===== src/rtl/inst_fetch_unit.sv =====
// Instruction fetch front end: owns the PC, issues one-cycle-latency imem reads, and buffers words in a 2-entry queue.
// Latency: a request in cycle N is captured at the end of N+1, so inst_valid rises in N+2. A redirect costs 2 empty cycles.
// Backpressure: credit-based. At most 2 words are held or in flight, so the queue cannot overflow while inst_ready is low.
// Ports: clk/rst_n (async active-low); imem_req/imem_addr/imem_rdata go to instruction memory;
//        redirect_valid/redirect_pc carry a single-cycle flush and new target;
//        inst_valid/inst_ready/inst/inst_pc/opcode form the decode handshake.
module inst_fetch_unit #(
  parameter int              XLEN     = 32,
  parameter logic [XLEN-1:0] RESET_PC = '0
) (
  input  logic            clk,
  input  logic            rst_n,
  output logic            imem_req,
  output logic [XLEN-1:0] imem_addr,
  input  logic [XLEN-1:0] imem_rdata,
  input  logic            redirect_valid,
  input  logic [XLEN-1:0] redirect_pc,
  output logic            inst_valid,
  input  logic            inst_ready,
  output logic [XLEN-1:0] inst,
  output logic [XLEN-1:0] inst_pc,
  output logic [6:0]      opcode
);

  logic [XLEN-1:0] fetch_pc;
  logic            inflight;
  logic [XLEN-1:0] inflight_pc;
  logic            drop;
  logic [1:0]      count;

  // Entry 0 is always the head; a pop shifts entry 1 down.
  logic [XLEN-1:0] q_pc   [2];
  logic [XLEN-1:0] q_word [2];
  logic [XLEN-1:0] q_pc_nxt   [2];
  logic [XLEN-1:0] q_word_nxt [2];
  logic [1:0]      count_nxt;

  logic       pop;
  logic       enq;
  logic [2:0] pending;
  logic [1:0] base;

  assign inst_valid = (count != 2'd0);
  assign pop        = inst_valid && inst_ready;

  // Words held plus the one in flight, less the one leaving this cycle.
  // Issuing only while this is below 2 bounds the queue at 2 entries.
  assign pending   = {1'b0, count} + {2'b00, inflight} - {2'b00, pop};
  assign imem_req  = rst_n && !redirect_valid && (pending < 3'd2);
  assign imem_addr = fetch_pc;

  // A response landing in a redirect cycle belongs to the old path.
  assign enq = inflight && !drop && !redirect_valid;

  // Slot written by the enqueue after any pop has shifted the queue.
  assign base = count - {1'b0, pop};

  always_comb begin
    q_pc_nxt[0]   = q_pc[0];
    q_pc_nxt[1]   = q_pc[1];
    q_word_nxt[0] = q_word[0];
    q_word_nxt[1] = q_word[1];
    count_nxt     = base + {1'b0, enq};
    if (pop) begin
      q_pc_nxt[0]   = q_pc[1];
      q_word_nxt[0] = q_word[1];
    end
    if (enq) begin
      // The credit rule keeps base at 0 or 1 whenever enq is set.
      if (base[0]) begin
        q_pc_nxt[1]   = inflight_pc;
        q_word_nxt[1] = imem_rdata;
      end else begin
        q_pc_nxt[0]   = inflight_pc;
        q_word_nxt[0] = imem_rdata;
      end
    end
    if (redirect_valid) begin
      count_nxt = 2'd0;
    end
  end

  always_ff @(posedge clk or negedge rst_n) begin
    if (!rst_n) begin
      fetch_pc    <= RESET_PC;
      inflight    <= 1'b0;
      inflight_pc <= '0;
      drop        <= 1'b0;
      count       <= 2'd0;
      q_pc[0]     <= '0;
      q_pc[1]     <= '0;
      q_word[0]   <= '0;
      q_word[1]   <= '0;
    end else begin
      count     <= count_nxt;
      q_pc[0]   <= q_pc_nxt[0];
      q_pc[1]   <= q_pc_nxt[1];
      q_word[0] <= q_word_nxt[0];
      q_word[1] <= q_word_nxt[1];
      inflight  <= imem_req;
      if (imem_req) begin
        inflight_pc <= fetch_pc;
      end
      if (redirect_valid) begin
        // No request goes out during a redirect, so nothing from the old path
        // can still be in flight afterwards; drop is simply cleared here.
        drop     <= 1'b0;
        fetch_pc <= {redirect_pc[XLEN-1:2], 2'b00};
      end else if (imem_req) begin
        fetch_pc <= fetch_pc + XLEN'(4);
      end
    end
  end

  assign inst    = inst_valid ? q_word[0] : '0;
  assign inst_pc = inst_valid ? q_pc[0]   : '0;
  assign opcode  = inst[6:0];

endmodule


===== config.mk =====
export PLATFORM = sky130hd
export DESIGN_NAME = inst_fetch_unit
export DESIGN_NICKNAME = d
export VERILOG_FILES = /design/src/rtl/inst_fetch_unit.sv
export SDC_FILE = /design/constraint.sdc
export NUM_CORES = 1
export LEC_CHECK = 0
export ABC_AREA = 1
export CAP_MARGIN = 25
export CORE_MARGIN = 5
export CORE_UTILIZATION = 60
export CTS_CLUSTER_SIZE = 24
export DETAILED_ROUTE_END_ITERATION = 16
export DONT_BUFFER_PORTS = 1
export PLACE_DENSITY = 0.81
export RECOVER_POWER = 50
export SKIP_LAST_GASP = 1
export SLEW_MARGIN = 40
export SYNTH_ARGS = -nofsm -noshare
export SYNTH_HDL_FRONTEND = slang
export SYNTH_SLANG_ARGS = --single-unit
export TNS_END_PERCENT = 5

===== constraint.sdc =====
create_clock -name clk -period 3 [get_ports clk]
set_input_delay 0.6 -clock clk [delete_from_list [all_inputs] [get_ports clk]]
set_output_delay 0.6 -clock clk [all_outputs]
set_load 0.01 [all_outputs]

# Word level (Yosys, flattened, before mapping)
# Index checks and enable logic that the tools add are counted.
# totals
inputBits	68
wordCells	35
out_inout_bits	105
ff_bits	195
# classes
n_mux	13
add_sub_neg	5
n_lt_le_gt_ge	1
n_reduce_logical	8
# op_table
operator	count
two-way mux 32 bit	10
two-way mux 64 bit	2
adder 32 x 3 -> 32 bit, second input constant	1
logical AND 1 bit	4
nonzero test 2 bit	2
adder 2 x 1 -> 3 bit	1
< comparator 3 x 2 -> 1 bit, second input constant	1
subtractor 3 x 1 -> 3 bit	1
adder 2 x 1 -> 2 bit	1
two-way mux 2 bit	1
AND reduction 2 bit	1
subtractor 2 x 1 -> 2 bit	1
zero test 1 bit	1

# Longest topological paths before layout
# Gate-level depths: netlist of run 1.
# depth
ltp_word	7
mapped_depth	16
depth_no_buf	14

# Worst setup path after synthesis of run 1
# No wires, ideal clock.
# synth_path
kind	input -> output
startpoint	input inst_ready
endpoint	output imem_req
required_time_ns	2.400
arrival_ns	2.140
n_path_buf	2
path_slack_ns	0.260
cell_stages	12
cell_sequence	inv_1 > nor2_8 > nand2_2 > nand2_1 > nand2_1 > fa_1 > nand2_1 > nor2_1 > nand2_1 > buf_6 > inv_1 > buf_2
# synth_via
elab_chain_len	4
# synth_rtl
item	line_no	text
start: declaration	19	input logic inst_ready,
logical AND 1 bit	44	assign pop = inst_valid && inst_ready;
subtractor 3 x 1 -> 3 bit	48	assign pending = {1'b0, count} + {2'b00, inflight} - {2'b00, pop};
< comparator 3 x 2 -> 1 bit	49	assign imem_req = rst_n && !redirect_valid && (pending < 3'd2);
logical AND 1 bit	49	
end: declaration	13	output logic imem_req,
# No other way between the ends.

# Worst setup path after layout of run 1
# layout_path
startpoint	register count[1]
endpoint	output imem_req
# layout_via
elab_chain_len	5
word_cells_on_any_way	6
cone_classes	add/sub (2); order compare (1); reduce/logical (3)
# layout_rtl
item	line_no	text
start: declaration	29	logic [1:0] count;
start signal: assignment	95	count <= count_nxt;
branches (longest 2 deep; another with adder 2 x 1 -> 3 bit)	n/a	
subtractor 3 x 1 -> 3 bit (*)	48	
< comparator 3 x 2 -> 1 bit (*)	49	
logical AND 1 bit (*)	49	
# Every way passes the cells marked *.

==> impl_metrics.yaml, run 1 <==
cells_and_area:
  layout_common_cells: "404 x nand2_1, 188 x dfrtp_1, 151 x inv_1"
  fin_cells: 1425
  final_common_cell: "nand2_1"
  nets: 1267
  diodes: 0
  drive_gt1_share_pct: 8.106
  area_growth_pct: 5.874
  finalInstanceArea_um2: 10040
global_routing:
  grt_overflow: 0
  grt_pass1_vias: 7058
  antenna_found_initial: 0
  grt_max_degree: 191
  grt_pass1_wl_um: 34870
  track_usage_pct: 23.71
sta:
  tightest_slew_ns: 1.308
  period_share_pct: 93.17
  finalCriticalPeriod_ns: 2.795
  setup_viol: 0
  finClkSkew_ns: 0.009983
  max_slew_margin_pct: 12.78
  holdWs_ns: -0.1269
  drv_slew: 0
  hold_viol: 189
  fin_setup_tns_ns: 0
  rsz0062_at_grt: "false"
  fmax_mhz: 357.8
floorplan:
  die_h_um: 135.7
  core_um2: 15710
  ios: 173
  die_x_um: 135.7
  rows: 46
  start_util_pct: 60.33
  floorplan.die_area_um2: 18410
clock_network:
  clk_pin_slew_ns: 0.06
  clkLatencyLatePin_ns: 0.42
  numCtsBuffers: 17
  cts-htree-levels: 4
  cts_tree: "done"
  root_buffer: "clkbuf_16"
  clock_path_buffers: 2
  clock-sinks: 189
worst_setup_path:
  crit_fanout: 6
  cp_data_arrival_time_ns: 2.20
  crit_path_start_kind: "register"
  cp-end-kind: "output port"
  worstPathRequired_ns: 2.40
  path_class: "reg2out"
detailed_routing:
  vias: 7538
  drc: 0
  finalWirelength_um: 21620
  routedWlPerCell_um: 15.17
  drtIter0Drc: 492
  via_per_inst: 5.290
  drt_pre_antenna_iters: 5
  drtAntennaViolNets: 0
pwr:
  power.density_nw_per_um2: 725.9
  ir_worst_vdd_mv: 0.4593
  power.leakage_nw: 5.068
  p_total_w: 0.007285
yosys:
  synth_fa_ha_area_share_pct: 0.4752
  ys_ff_latch: 189
  syn_inst: 1231
  synth_compound_gate_area_share_pct: 7.339
  ys_types: 25
  synthMuxAreaShare_pct: 5.465
  synth_top_family_by_area: "simple AND/OR/NAND/NOR gates"
  syn_avg_cell_area_um2: 7.700
  syn_area_um2: 9479
  yosysSeqAreaShare_pct: 49.89
  synth_xor_area_share_pct: 0.1848
  yosys.area_share.simple_pct: 26.21
  yosys_warnings: 0
placement:
  place.port_buffers: 0
  place_area_um2: 9492
  routabilityCongestion: 0.9249
  hpwl_um: 14250
  post-place-cells: 1393
job:
  max_cap_viol_count: 0
run_status:
  status: "finished, violations left"
  violations: "negative hold slack"
worst_hold_path:
  hp-class: "in2async"
-- path summary, 6_finish.rpt --
path / startpoint / endpoint / slack (ns) / cells past startpoint
max in group asynchronous: rst_n / imem_addr[12]$_DFFE_PN0P_ / 2.84 / 0
min: rst_n / q_word[32]$_DFF_PN0_ / -0.13 / 0
max: count[1]$_DFF_PN0_ / imem_req / 0.20 / 9
min in group clk: redirect_valid / count[0]$_DFF_PN0_ / 0.24 / 1
min reg2reg: inflight_pc[8]$_DFFE_PN0P_ / q_pc[40]$_DFF_PN0_ / 0.49 / 2
max reg2reg: count[1]$_DFF_PN0_ / q_word[3]$_DFFE_PN0P_ / 0.37 / 7
-- power breakdown --
group	leakage, nW	switching, W	internal [W]
logic	2.42	0.000891	0.000572
registers	2.38	0.000407	0.00326
clock network	0.270	0.000943	0.00121
-- cells in the mapped netlist --
library cell | n | area [µm²]
nand2_1 | 405 | 1520
dfrtp_1 | 189 | 4730
inv_1 | 152 | 570.6
nor2_1 | 149 | 559.3
o21ai_0 | 101 | 505.5
nand3_1 | 67 | 335.3
mux2_2 | 46 | 518.0
a21oi_1 | 28 | 140.1
buf_2 | 25 | 125.1
buf_4 | 19 | 142.6
clkbuf_1 | 18 | 67.56
o21ai_1 | 7 | 35.03
buf_6 | 6 | 67.56
inv_2 | 3 | 11.26
ha_1 | 2 | 25.02
nand2_2 | 2 | 12.51
nor3_1 | 2 | 10.01
o211ai_1 | 2 | 15.01
xor2_1 | 2 | 17.52
conb_1 | 1 | 3.750
fa_1 | 1 | 20.02
nand3_2 | 1 | 10.01
nor2_4 | 1 | 11.26
nor2_8 | 1 | 20.02
or2_2 | 1 | 6.260
-- per-layer routing --
layer,global-route usage [%],routed length [µm]
met3,6.166,1810
met2,37.91,10120
met4,6.383,291
met5,0,0
met1,32.44,9397
-- registers in the layout (all words and copies together), names as in the netlist --
register     flops
q_word          64
count            2
q_pc            62
imem_addr       30
inflight_pc     30
inflight         1
-- area by class of cell --
class | count | area [µm²]
Clock buffer | 23 | 478.0
Clock inverter | 9 | 85.08
Fill cell | 1352 | 5677
Inverter | 155 | 581.8
Multi-Input combinational cell | 820 | 3766
Sequential cell | 189 | 4731
Tap cell | 216 | 270.3
Timing Repair Buffer | 13 | 123.9
-- stage by stage --
step           setup slack (ns)  util (%)
2_1_floorplan            0.2605         -
3_3_place_gp             0.3471     60.38
3_5_place_dp             0.3275     60.41
4_1_cts                0.005204     63.99
5_1_grt                 0.05563     63.87
6_report                 0.2048     63.87
-- critical path: stages (launching register included) --
cell     delay [ns]
dfrtp_2        0.47
nor2_4         0.17
nor2_8         0.04
nand2_2        0.09
inv_1          0.06
fa_1           0.50
nand2_1        0.05
nor2_1         0.12
nand2_2        0.13
inv_2          0.15
-- logic make-up after synthesis --
group | count (synthesis)
AND/OR/NAND/NOR | 629
other | 1
multiplexers | 46
adder cells (fa/ha/maj) | 3
flip-flops | 189
XOR/XNOR | 2
buffers and inverters | 223
AO/OA/AOI/OAI | 138
-- timing repair --
action / in CTS / in global routing
setup endpoints to repair: 0 / 1
gates resized for setup: 0 / 2
endpoints found under the hold margin: 189 / 189
buffers inserted: 0 / 0
Note: power is estimated with default switching activity, not from simulation.
==> run 2, diff against run 1 <==
--- a/config.mk
+++ b/config.mk
@@ -8,5 +8,5 @@
 export ABC_AREA = 1
 export CAP_MARGIN = 25
-export CORE_MARGIN = 5
+export CORE_MARGIN = 2
 export CORE_UTILIZATION = 60
 export CTS_CLUSTER_SIZE = 24
==> constraint.sdc (replaced) <==
create_clock -name clk -period 3 [get_ports clk]
set_input_delay 0.45 -clock clk [delete_from_list [all_inputs] [get_ports clk]]
set_output_delay 0.45 -clock clk [all_outputs]
set_load 0.01 [all_outputs]
==> run 2 against run 1 <==
- the run ends with negative hold slack, max-capacitance violations, max-slew violations left
- count of clock-buffer cells in the layout down 4
- global-route usage up 1.4 points
- clock power up 12%
- cell count down 0.28%
- clock skew down 0.0037 ns
- wire length down 5.2%
- critical endpoint unchanged
- largest cell class unchanged
- highest routed layer unchanged
==> impl_metrics.yaml, run 2 (synthesized netlist as in run 1, its figures left out) <==
detailed_routing:
  drtAntennaViolNets: 0
  drt_pre_antenna_iters: 5
  finalWirelength_um: 20490
  drc: 0
  vias: 7402
  via_per_inst: 5.209
  routedWlPerCell_um: 14.42
  drtIter0Drc: 500
sta:
  finalCriticalPeriod_ns: 2.756
  finClkSkew_ns: 0.006261
  drv_slew: 77
  max_slew_margin_pct: -3.018
  holdWs_ns: -0.2824
  fmax_mhz: 362.8
  period_share_pct: 91.88
  hold_viol: 189
  rsz0062_at_grt: "false"
  fin_setup_tns_ns: 0
  setup_viol: 0
  tightest_slew_ns: 1.545
worst_setup_path:
  cpMostUsedCell: "nand2_1"
  crit_chain: "nor2_4 > nor2_8 > nand2_2 > nand2_1 > nand2_1 > fa_1 > nand2_1 > nor2_1 > nand2_2 > clkinvlp_4"
  cp_slowest_cell: "dfrtp_2"
  cpPeakStageDelay_ns: 0.47
  r2r_setup_slack_ns: 0.42
  path_class: "reg2out"
  crit_path_start_kind: "register"
  cp_data_arrival_time_ns: 2.31
  crit_fanout: 8
  cp-end-kind: "output port"
  worstPathRequired_ns: 2.55
clock_network:
  clock-sinks: 189
  clkLatencyLatePin_ns: 0.43
  cts_tree: "done"
  clk_pin_slew_ns: 0.07
  postCtsSetupBuffers: 0
  clock_path_buffers: 2
  root_buffer: "clkbuf_16"
  numCtsBuffers: 17
  cts-htree-levels: 4
placement:
  hpwl_um: 13490
  place.port_buffers: 0
  routabilityCongestion: 0.9333
global_routing:
  grt_pass1_vias: 6914
  antenna_found_initial: 0
  grt_max_degree: 191
  grt_pass1_wl_um: 33410
  grt_overflow: 0
  track_usage_pct: 25.06
floorplan:
  start_util_pct: 61.90
  core_um2: 15310
  die_x_um: 129.7
  floorplan.die_area_um2: 16820
  rows: 45
  die_h_um: 129.7
  ios: 173
pwr:
  power.leakage_nw: 5.103
  power.density_nw_per_um2: 743.8
  power.switching_w: 0.002264
  p_seq_share_pct: 48.6
  combinationalPowerShare_pct: 19.4
  p_sw_share_pct: 30.12
  p_total_w: 0.007517
  intPower_w: 0.005253
  ir_worst_vdd_mv: 0.4565
  clockPowerShare_pct: 32.0
cells_and_area:
  fillCellCount: 1267
  nets: 1268
  drive_gt1_share_pct: 8.512
  final_common_cell: "nand2_1"
  largest_register_ffs: 64
  area_growth_pct: 6.626
  layout_common_cells: "404 x nand2_1, 188 x dfrtp_1, 151 x inv_1"
  top_regs: "q_word (64), q_pc (62)"
  largest-register: "q_word"
  diodes: 0
run_status:
  violations: "negative hold slack, max-capacitance violations, max-slew violations"
  status: "finished, violations left"
job:
  max_cap_viol_count: 1
worst_hold_path:
  hp-class: "in2async"
-- run 2: stage by stage --
stage	instances	instance area, µm²	hold slack [ns]	setup WS (ns)	utilization (%)
4_1_cts	1421	10110	-0.2979	0.1041	66.01
6_report	1421	10110	-0.2824	0.2436	66.00
2_1_floorplan	1232	9483	0.1544	0.5605	-
5_1_grt	1421	10110	-0.3051	0.09517	66.00
3_5_place_dp	1389	9480	0.1594	0.4248	61.90
3_3_place_gp	1389	9477	0.1610	0.4679	61.88
-- run 2: metal layers --
metal	part of all wire [%]	vias to the layer above	GRT usage, %
li1	-	3700	-
met1	46	3428	35.48
met2	45	255	38.84
met3	7.6	19	5.740
met4	1.4	0	7.970
met5	0	-	0
-- run 2: area by class of cell --
cell class | count | area [µm²] | share of cell area (%)
Clock buffer | 19 | 442.9 | 4.382
Clock inverter | 13 | 186.4 | 1.845
Inverter | 155 | 585.6 | 5.794
Multi-Input combinational cell | 820 | 3779 | 37.39
Sequential cell | 189 | 4731 | 46.81
Tap cell | 211 | 264.0 | 2.612
Timing Repair Buffer | 14 | 118.9 | 1.176
-- run 2: worst paths after layout --
check,start,endpoint,cells after the start
setup / recovery,count[1]$_DFF_PN0_,imem_req,10
hold / removal,rst_n,q_word[6]$_DFFE_PN0P_,0
setup reg to reg,count[1]$_DFF_PN0_,imem_addr[6]$_DFFE_PN0P_,14
hold reg to reg,inflight_pc[9]$_DFFE_PN0P_,q_pc[41]$_DFF_PN0_,2
max in group asynchronous,rst_n,q_word[33]$_DFF_PN0_,0
min in group clk,redirect_valid,count[0]$_DFF_PN0_,1
-- run 2: repair_timing --
action | CTS | global route
endpoints found under the hold margin | 189 | 189
resized for setup | 0 | 2
setup endpoints to repair | 0 | 1
-- run 2: power by group through the flow --
stage | sequential [W] | combinational (W) | clock [W]
after CTS | 0.00365 | 0.00146 | 0.00245
after global placement | 0.00366 | 0.00137 | 0
final | 0.00366 | 0.00145 | 0.00241
after global routing | 0.00375 | 0.00169 | 0.00256
after floorplan | 0.00359 | 0.00121 | 0
after detailed placement | 0.00370 | 0.00144 | 0
-- run 2: critical path: cells and delay by family (launching register included) --
family                   cells  cell delay (ns)
adder cells (fa/ha/maj)      1             0.40
buffers and inverters        1             0.23
flip-flops                   1             0.47
AND/OR/NAND/NOR              8             0.77
